`src/rtl/axi3_resp_pkg.sv`:
```
// Shared encodings for the AXI3 register-file slave: burst and response
// codes, the controller state enum, the constant returned by word 15 and
// the request-level error decode used for both AW and AR.
`timescale 1ns/1ps
package axi3_resp_pkg;

    localparam int DATA_W = 32;
    localparam int STRB_W = DATA_W / 8;

    localparam logic [1:0] BURST_FIXED = 2'b00;
    localparam logic [1:0] BURST_INCR  = 2'b01;
    localparam logic [1:0] BURST_WRAP  = 2'b10;

    localparam logic [1:0] RESP_OKAY   = 2'b00;
    localparam logic [1:0] RESP_SLVERR = 2'b10;

    localparam logic [DATA_W-1:0] REG15_ID = 32'h4158_4933;

    typedef enum logic [1:0] {
        IDLE  = 2'd0,
        WDATA = 2'd1,
        WRESP = 2'd2,
        RDATA = 2'd3
    } state_t;

    // A request is unserviceable when it addresses outside the 16-word
    // window, uses the reserved burst code, or asks for a WRAP whose length
    // is not a power of two.
    function automatic logic req_error(input logic [1:0] addr_hi,
                                       input logic [3:0] len,
                                       input logic [1:0] burst);
        logic wrap_ok;
        wrap_ok = (len == 4'd1) || (len == 4'd3) || (len == 4'd7) || (len == 4'd15);
        return (addr_hi != 2'b00) || (burst == 2'b11) ||
               ((burst == BURST_WRAP) && !wrap_ok);
    endfunction

endpackage

```
`src/rtl/axi3_burst_addr.sv`:
```
// Next word index for an AXI3 burst over a 16-word bank.
//   idx      : current word index
//   len      : burst length minus 1 (sets the WRAP block size)
//   burst    : FIXED / INCR / WRAP
//   next_idx : index of the following beat
`timescale 1ns/1ps
module axi3_burst_addr
    import axi3_resp_pkg::*;
(
    input  logic [3:0] idx,
    input  logic [3:0] len,
    input  logic [1:0] burst,
    output logic [3:0] next_idx
);

    always_comb begin
        next_idx = idx;
        case (burst)
            BURST_INCR: next_idx = idx + 4'd1;
            // len is 2^n-1 for a legal WRAP, so it doubles as the in-block mask.
            BURST_WRAP: next_idx = (idx & ~len) | ((idx + 4'd1) & len);
            default:    next_idx = idx;
        endcase
    end

endmodule

```
`src/rtl/axi3_regfile_slave.sv`:
```
// AXI3 slave exposing a 16 x 32-bit register bank, one transaction at a time.
//   clock, reset      : single clock, synchronous active-high reset
//   s_aw* / s_w* / s_b*: write address, data and response channels
//   s_ar* / s_r*      : read address and data channels
//   add_sel           : reg0[2:0], DDR window select for the address-extension mux
// Word 15 is a read-only identification constant; writes to it are dropped
// but still answered OKAY.
`timescale 1ns/1ps
module axi3_regfile_slave
    import axi3_resp_pkg::*;
(
    input  logic              clock,
    input  logic              reset,
    input  logic [3:0]        s_awid,
    input  logic [7:0]        s_awaddr,
    input  logic [3:0]        s_awlen,
    input  logic [1:0]        s_awburst,
    input  logic              s_awvalid,
    output logic              s_awready,
    input  logic [3:0]        s_wid,
    input  logic [DATA_W-1:0] s_wdata,
    input  logic [STRB_W-1:0] s_wstrb,
    input  logic              s_wlast,
    input  logic              s_wvalid,
    output logic              s_wready,
    output logic [3:0]        s_bid,
    output logic [1:0]        s_bresp,
    output logic              s_bvalid,
    input  logic              s_bready,
    input  logic [3:0]        s_arid,
    input  logic [7:0]        s_araddr,
    input  logic [3:0]        s_arlen,
    input  logic [1:0]        s_arburst,
    input  logic              s_arvalid,
    output logic              s_arready,
    output logic [3:0]        s_rid,
    output logic [DATA_W-1:0] s_rdata,
    output logic [1:0]        s_rresp,
    output logic              s_rlast,
    output logic              s_rvalid,
    input  logic              s_rready,
    output logic [2:0]        add_sel
);

    state_t            state_q;
    logic              rdy_q;
    logic              wready_q;
    logic [3:0]        id_q;
    logic [3:0]        idx_q;
    logic [3:0]        len_q;
    logic [1:0]        burst_q;
    logic              err_q;
    logic [3:0]        cnt_q;
    logic              bvalid_q;
    logic [3:0]        bid_q;
    logic [1:0]        bresp_q;
    logic [DATA_W-1:0] rdata_p1;
    logic              vld_p1;
    logic              rlast_p1;
    logic [1:0]        rresp_p1;
    logic [3:0]        rid_p1;
    logic [DATA_W-1:0] bank [16];

    logic [3:0] next_idx;
    logic       wid_bad;
    logic       last_beat;
    logic       beat_err;
    logic       aw_err;
    logic       ar_err;
    logic       unused_addr_lsb;

    axi3_burst_addr u_burst_addr (
        .idx      (idx_q),
        .len      (len_q),
        .burst    (burst_q),
        .next_idx (next_idx)
    );

    function automatic logic [DATA_W-1:0] read_word(input logic [3:0] idx);
        return (idx == 4'hF) ? REG15_ID : bank[idx];
    endfunction

    assign aw_err    = req_error(s_awaddr[7:6], s_awlen, s_awburst);
    assign ar_err    = req_error(s_araddr[7:6], s_arlen, s_arburst);
    assign wid_bad   = (s_wid != id_q);
    assign last_beat = (cnt_q == len_q);
    assign beat_err  = wid_bad | (s_wlast != last_beat);

    // Byte lanes within a word are not addressable.
    assign unused_addr_lsb = ^{s_awaddr[1:0], s_araddr[1:0]};

    always_ff @(posedge clock) begin
        if (reset) begin
            state_q  <= IDLE;
            rdy_q    <= 1'b0;
            wready_q <= 1'b0;
            id_q     <= '0;
            idx_q    <= '0;
            len_q    <= '0;
            burst_q  <= '0;
            err_q    <= 1'b0;
            cnt_q    <= '0;
            bvalid_q <= 1'b0;
            bid_q    <= '0;
            bresp_q  <= RESP_OKAY;
            rdata_p1 <= '0;
            vld_p1   <= 1'b0;
            rlast_p1 <= 1'b0;
            rresp_p1 <= RESP_OKAY;
            rid_p1   <= '0;
            for (int i = 0; i < 16; i++) bank[i] <= '0;
        end else begin
            case (state_q)
                IDLE: begin
                    if (rdy_q && s_awvalid) begin
                        id_q     <= s_awid;
                        idx_q    <= s_awaddr[5:2];
                        len_q    <= s_awlen;
                        burst_q  <= s_awburst;
                        err_q    <= aw_err;
                        cnt_q    <= '0;
                        rdy_q    <= 1'b0;
                        wready_q <= 1'b1;
                        state_q  <= WDATA;
                    end else if (rdy_q && s_arvalid) begin
                        idx_q    <= s_araddr[5:2];
                        len_q    <= s_arlen;
                        burst_q  <= s_arburst;
                        err_q    <= ar_err;
                        cnt_q    <= '0;
                        rdy_q    <= 1'b0;
                        // R stage p1: first beat is presented the cycle after AR accept.
                        rdata_p1 <= ar_err ? '0 : read_word(s_araddr[5:2]);
                        vld_p1   <= 1'b1;
                        rlast_p1 <= (s_arlen == 4'd0);
                        rresp_p1 <= ar_err ? RESP_SLVERR : RESP_OKAY;
                        rid_p1   <= s_arid;
                        state_q  <= RDATA;
                    end else begin
                        rdy_q <= 1'b1;
                    end
                end

                WDATA: begin
                    if (s_wvalid && wready_q) begin
                        if (!err_q && !wid_bad && (idx_q != 4'hF)) begin
                            for (int b = 0; b < STRB_W; b++) begin
                                if (s_wstrb[b]) bank[idx_q][8*b +: 8] <= s_wdata[8*b +: 8];
                            end
                        end
                        err_q <= err_q | beat_err;
                        idx_q <= next_idx;
                        cnt_q <= cnt_q + 4'd1;
                        // Beat count, not s_wlast, closes the burst.
                        if (last_beat) begin
                            wready_q <= 1'b0;
                            bvalid_q <= 1'b1;
                            bid_q    <= id_q;
                            bresp_q  <= (err_q | beat_err) ? RESP_SLVERR : RESP_OKAY;
                            state_q  <= WRESP;
                        end
                    end
                end

                WRESP: begin
                    if (s_bready) begin
                        bvalid_q <= 1'b0;
                        rdy_q    <= 1'b1;
                        state_q  <= IDLE;
                    end
                end

                RDATA: begin
                    if (s_rready) begin
                        if (rlast_p1) begin
                            vld_p1   <= 1'b0;
                            rlast_p1 <= 1'b0;
                            rdy_q    <= 1'b1;
                            state_q  <= IDLE;
                        end else begin
                            idx_q    <= next_idx;
                            cnt_q    <= cnt_q + 4'd1;
                            rdata_p1 <= err_q ? '0 : read_word(next_idx);
                            rlast_p1 <= ((cnt_q + 4'd1) == len_q);
                        end
                    end
                end

                default: state_q <= IDLE;
            endcase
        end
    end

    // AW has priority: AR is held off whenever a write address is offered.
    assign s_awready = rdy_q;
    assign s_arready = rdy_q & ~s_awvalid;
    assign s_wready  = wready_q;
    assign s_bvalid  = bvalid_q;
    assign s_bid     = bid_q;
    assign s_bresp   = bresp_q;
    assign s_rvalid  = vld_p1;
    assign s_rdata   = rdata_p1;
    assign s_rlast   = rlast_p1;
    assign s_rresp   = rresp_p1;
    assign s_rid     = rid_p1;
    assign add_sel   = bank[0][2:0];

endmodule

```
`config.mk`:
```
export PLATFORM = sky130hd
export DESIGN_NAME = axi3_regfile_slave
export DESIGN_NICKNAME = d
export VERILOG_FILES = /design/src/rtl/axi3_resp_pkg.sv /design/src/rtl/axi3_burst_addr.sv /design/src/rtl/axi3_regfile_slave.sv
export SDC_FILE = /design/constraint.sdc
export NUM_CORES = 1
export LEC_CHECK = 0
export CAP_MARGIN = 0
export CORE_MARGIN = 2
export CORE_UTILIZATION = 30
export CTS_BUF_LIST = sky130_fd_sc_hd__clkbuf_4 sky130_fd_sc_hd__clkbuf_8 sky130_fd_sc_hd__clkbuf_16
export DETAILED_ROUTE_END_ITERATION = 8
export GPL_ROUTABILITY_DRIVEN = 0
export GPL_TIMING_DRIVEN = 1
export PLACE_DENSITY = 0.51
export SYNTH_ARGS = -nofsm -noshare
export SYNTH_HDL_FRONTEND = slang
export SYNTH_SLANG_ARGS = --single-unit
```
`constraint.sdc`:
```
create_clock -name clock -period 3.2 [get_ports clock]
set_input_delay 0.64 -clock clock [delete_from_list [all_inputs] [get_ports clock]]
set_output_delay 0.64 -clock clock [all_outputs]
set_load 0.01 [all_outputs]
```
==> results.md <==
Run status:
- The run finished, with violations left.
- The final reports fail on negative setup slack.

Detailed routing:
- The first routing iteration left 2113 violations.
- Detailed routing inserted a total of around 23k vias.
- Dividing the detail-routed wire length by the instance count gives 25.30 µm.
- The first TritonRoute pass finished after 5 iterations.
- After detailed routing, the number of remaining DRC violations is 0.
- The count of antenna-violating nets left after detailed routing is 0.
- Summed over all layers, the routed wires come to 107200 µm.
- The mean number of vias per cell is 5.337.

Worst setup path:
- STA classifies the critical path startpoint as a register.
- Of all nets on the critical path, the largest fanout is 28.
- The cell at the slowest stage of the critical path is sky130_fd_sc_hd__nor3_2.
- STA classifies the critical path endpoint as a register.
- The number of buffers and inverters on the critical path is 2.
- STA puts the critical path data arrival time at ~3.7 ns.
- The cell type group with the largest total delay on the critical path is simple AND/OR/NAND/NOR gates.
- Traced cell by cell, the critical path runs through inv_1, ha_1, nor3_2, or2_2, buf_4, nand2_1, o22ai_1, a211oi_1, o31ai_1.
- For the worst setup path, the data required time is 3.67 ns.
- The worst setup path is of the register to register kind.
- In this design, the stage delay of the slowest critical-path cell is around 0.50 ns.

Logic synthesis:
- The average instance in the mapped netlist occupies 11.86 µm².
- The predominant post-synthesis flop cell is sky130_fd_sc_hd__edfxtp_1.
- The share of flip-flops with an asynchronous set or reset is 0%.
- In this run the cell area of the synthesized design comes to ~31000 µm².
- The synthesized netlist cell count is about 2.6k.
- The Yosys step of the flow raised 0 warnings.
- The number of flops mapped to enable cells by yosys is 506.
- The total of flip-flops plus latches after synthesis is 574.
- The number of different library cells in the post-synthesis netlist is 72.
- For this run, the register share of the synthesized area comes to 53.92%.

Clocking:
- The clock tree from TritonCTS is built.
- Clock tree synthesis found a total of between 500 and 600 sinks.
- No sink is reached through more buffers than the 3 on the longest clock path.
- The depth of the CTS H-tree is 3.
- The insertion delay to the later sink of the worst-skew pair is approximately 0.62 ns.
- The number of buffers created by CTS is 69.
- After clock tree synthesis, the clock-pin slew on the worst setup and hold paths is 0.06 ns.
- After clock tree synthesis, the setup repair step added 0 buffers.
- The cell sitting at the root of the clock tree is a sky130_fd_sc_hd__clkbuf_16.

Timing:
- In the post-route analysis, the smallest setup slack over all paths is -0.01106 ns.
- The post-route clock skew is between 0.02 and 0.025 ns.
- For the finished layout, the period the worst path requires is approximately 3.2 ns.
- At the pin with the least slew margin, the transition time is 0.9456 ns.
- Hold is met by between 0.4 and 0.5 ns.
- Based on the critical path, the design can be clocked at up to around 310 MHz.
- Measured against its own limit, the worst slew margin works out to a little under two fifths.
- The max-slew violation count is 0.
- Setup violations remaining at the end of the flow were counted as 1.
- Setup repair after global routing could not meet its margin everywhere.
- The hold violation count in the final report is 0.
- The post-route fraction of the period consumed by the critical path is 100.3%.

GRT:
- The maximum number of pins on one net before global-route repair is ~120.
- The via count of the first global-routing pass is approximately 23k.
- Global routing used 20.33% of the available tracks across all layers.
- The first global-routing pass estimated between 150000 and 200000 µm of wire.
- The number of antenna violations at the first check in global routing was 4.
- The total overflow reported by the global router is 0.

Final layout:
- The fraction of final layout cells with drive strength greater than 1 is about a fifth.
- The area added between synthesis and finish is 21.51%.
- The layout has just under 10k filler cells.
- In the final design database the tool counted between 2k and 3k nets.
- The top cell types in the final layout, fill and taps aside, are sky130_fd_sc_hd__edfxtp_1 (506), sky130_fd_sc_hd__and2_1 (482), sky130_fd_sc_hd__nand2_1 (312).
- The sequential cells in the finished layout cover a total of around 17000 µm².
- The library cell used most frequently in the layout, excluding fill and tap cells, is sky130_fd_sc_hd__edfxtp_1.
- In the final layout, the multi-input gates occupy ~13000 µm².

Hold path:
- The classification of the worst-slack hold path is register to register.

Floorplanning:
- The floorplan has around 120 rows.
- The die is 323.9 µm wide.
- The vertical die dimension is roughly 320 µm.
- The starting density of the core is roughly 30%.
- The core region is ~100000 µm².
- The number of ports placed on the die boundary is about 140.
- The floorplan step defined a die boundary enclosing 104900 µm².

Power:
- The peak supply drop is ~570 µV.
- The leakage component of the power is around 14 nW.
- Dividing total power by cell area gives a power density of 620.1 nW/µm².
- Overall power consumption after layout is estimated at about 23 mW.

Run:
- Max-cap violations in this run came to 0.

Placement:
- The half-perimeter wire length after placement is between 70000 and 80000 µm.
- During placement, the flow inserted port buffers numbering 130.
metrics by stage:
step / std cells / setup TNS [ns] / utilization, % / worst slack, ns / instance area (µm²)
after global placement: 4110 / -140.56 / 34.33 / -0.2854 / 34880
after CTS: 4235 / 0 / 36.69 / 0.07113 / 37270
after floorplan: 2616 / 0 / - / 0.5885 / 30810
after global routing: 4235 / -0.1803 / 36.72 / -0.05748 / 37300
after detailed placement: 4110 / -142.71 / 34.33 / -0.3198 / 34880
final: 4237 / -0.01106 / 36.72 / -0.01106 / 37310
tightest hold or removal path, cell delays in order (launching register included):
cell and delay [ns]:
sky130_fd_sc_hd__dfxtp_1 0.31, sky130_fd_sc_hd__nand2_1 0.05, sky130_fd_sc_hd__a21oi_1 0.05
kinds of logic after synthesis:
family | after synthesis | synth area share [%]
xor gates and xnor gates | 14 | 0.3994
DFF | 574 | 53.92
AOI/OAI and AO/OA | 371 | 8.394
and+or+nand+nor | 1163 | 19.91
muxes | 247 | 14.01
adders and majority gates | 7 | 0.2852
other | 1 | 0.01221
buffers and inverters | 212 | 3.064
path summary, 6_finish.rpt:
check / slack [ns] / endpoint / startpoint / cells past startpoint
worst max-delay path: -0.01 / s_rdata[4]$_SDFFE_PP0P_ / burst_q[0]$_SDFFE_PP0P_ / 9
worst min-delay path: 0.46 / s_rid[2]$_SDFFE_PP0P_ / s_rid[2]$_SDFFE_PP0P_ / 2
worst max register to register: -0.01 / s_rdata[4]$_SDFFE_PP0P_ / burst_q[0]$_SDFFE_PP0P_ / 9
worst min register to register: 0.46 / s_rid[2]$_SDFFE_PP0P_ / s_rid[2]$_SDFFE_PP0P_ / 2
metal layers:
metal / global-route usage (%) / share of wire, % / vias up
li1: - / - / 10010
met1: 27.17 / 43 / 11480
met2: 33.27 / 47 / 941
met3: 3.609 / 7.1 / 186
met4: 6.811 / 3.2 / 6
met5: 0 / 0.033 / -
where the power goes:
group / leakage (nW) / switching (mW) / internal (mW)
Sequential: 5.76 / 0.343 / 8.52
Clock: 1.18 / 3.20 / 5.10
Combinational: 6.65 / 3.78 / 2.19
repair_timing:
| action | in CTS | in global routing |
|---|---|---|
| hold buffers | 0 | 0 |
| setup endpoints to repair | 6 | 13 |
| resized for setup | 1 | 9 |
| gates cloned | 0 | 0 |
| endpoints found under the hold margin | 0 | 0 |
sequential cells by signal (all words and copies together) (netlist names), 4 cells and up:
name and flops:
bank 506, s_rdata 32, cnt_q 4, id_q 4
idx_q 4, len_q 4, s_bid 4, s_rid 4
cells in the mapped netlist, types with 37 or more instances:
cell type                  number  area, µm²
sky130_fd_sc_hd__a211oi_1      51      382.9
sky130_fd_sc_hd__a21oi_1       88      440.4
sky130_fd_sc_hd__a311oi_1      48      420.4
sky130_fd_sc_hd__and2_1       483       3022
sky130_fd_sc_hd__and3_1        56      350.3
sky130_fd_sc_hd__buf_2         70      350.3
sky130_fd_sc_hd__clkbuf_1      98      367.9
sky130_fd_sc_hd__dfxtp_1       68       1361
sky130_fd_sc_hd__edfxtp_1     506      15190
sky130_fd_sc_hd__mux2i_1       90      900.9
sky130_fd_sc_hd__mux4_2       145       3266
sky130_fd_sc_hd__nand2_1      314       1179
sky130_fd_sc_hd__nor2_1       153      574.3
sky130_fd_sc_hd__o21ai_0       37      185.2
sky130_fd_sc_hd__or2_2         64      400.4
final cells by class:
class | count | area share [%]
Timing Repair Buffer | 326 | 8.606
Antenna cell | 2 | 0.01341
Multi-Input combinational cell | 1830 | 35.89
Clock inverter | 31 | 1.066
Sequential cell | 574 | 44.38
Clock buffer | 94 | 5.342
Inverter | 12 | 0.1207
Tap cell | 1368 | 4.588
Power figures use the tool's default switching activity.
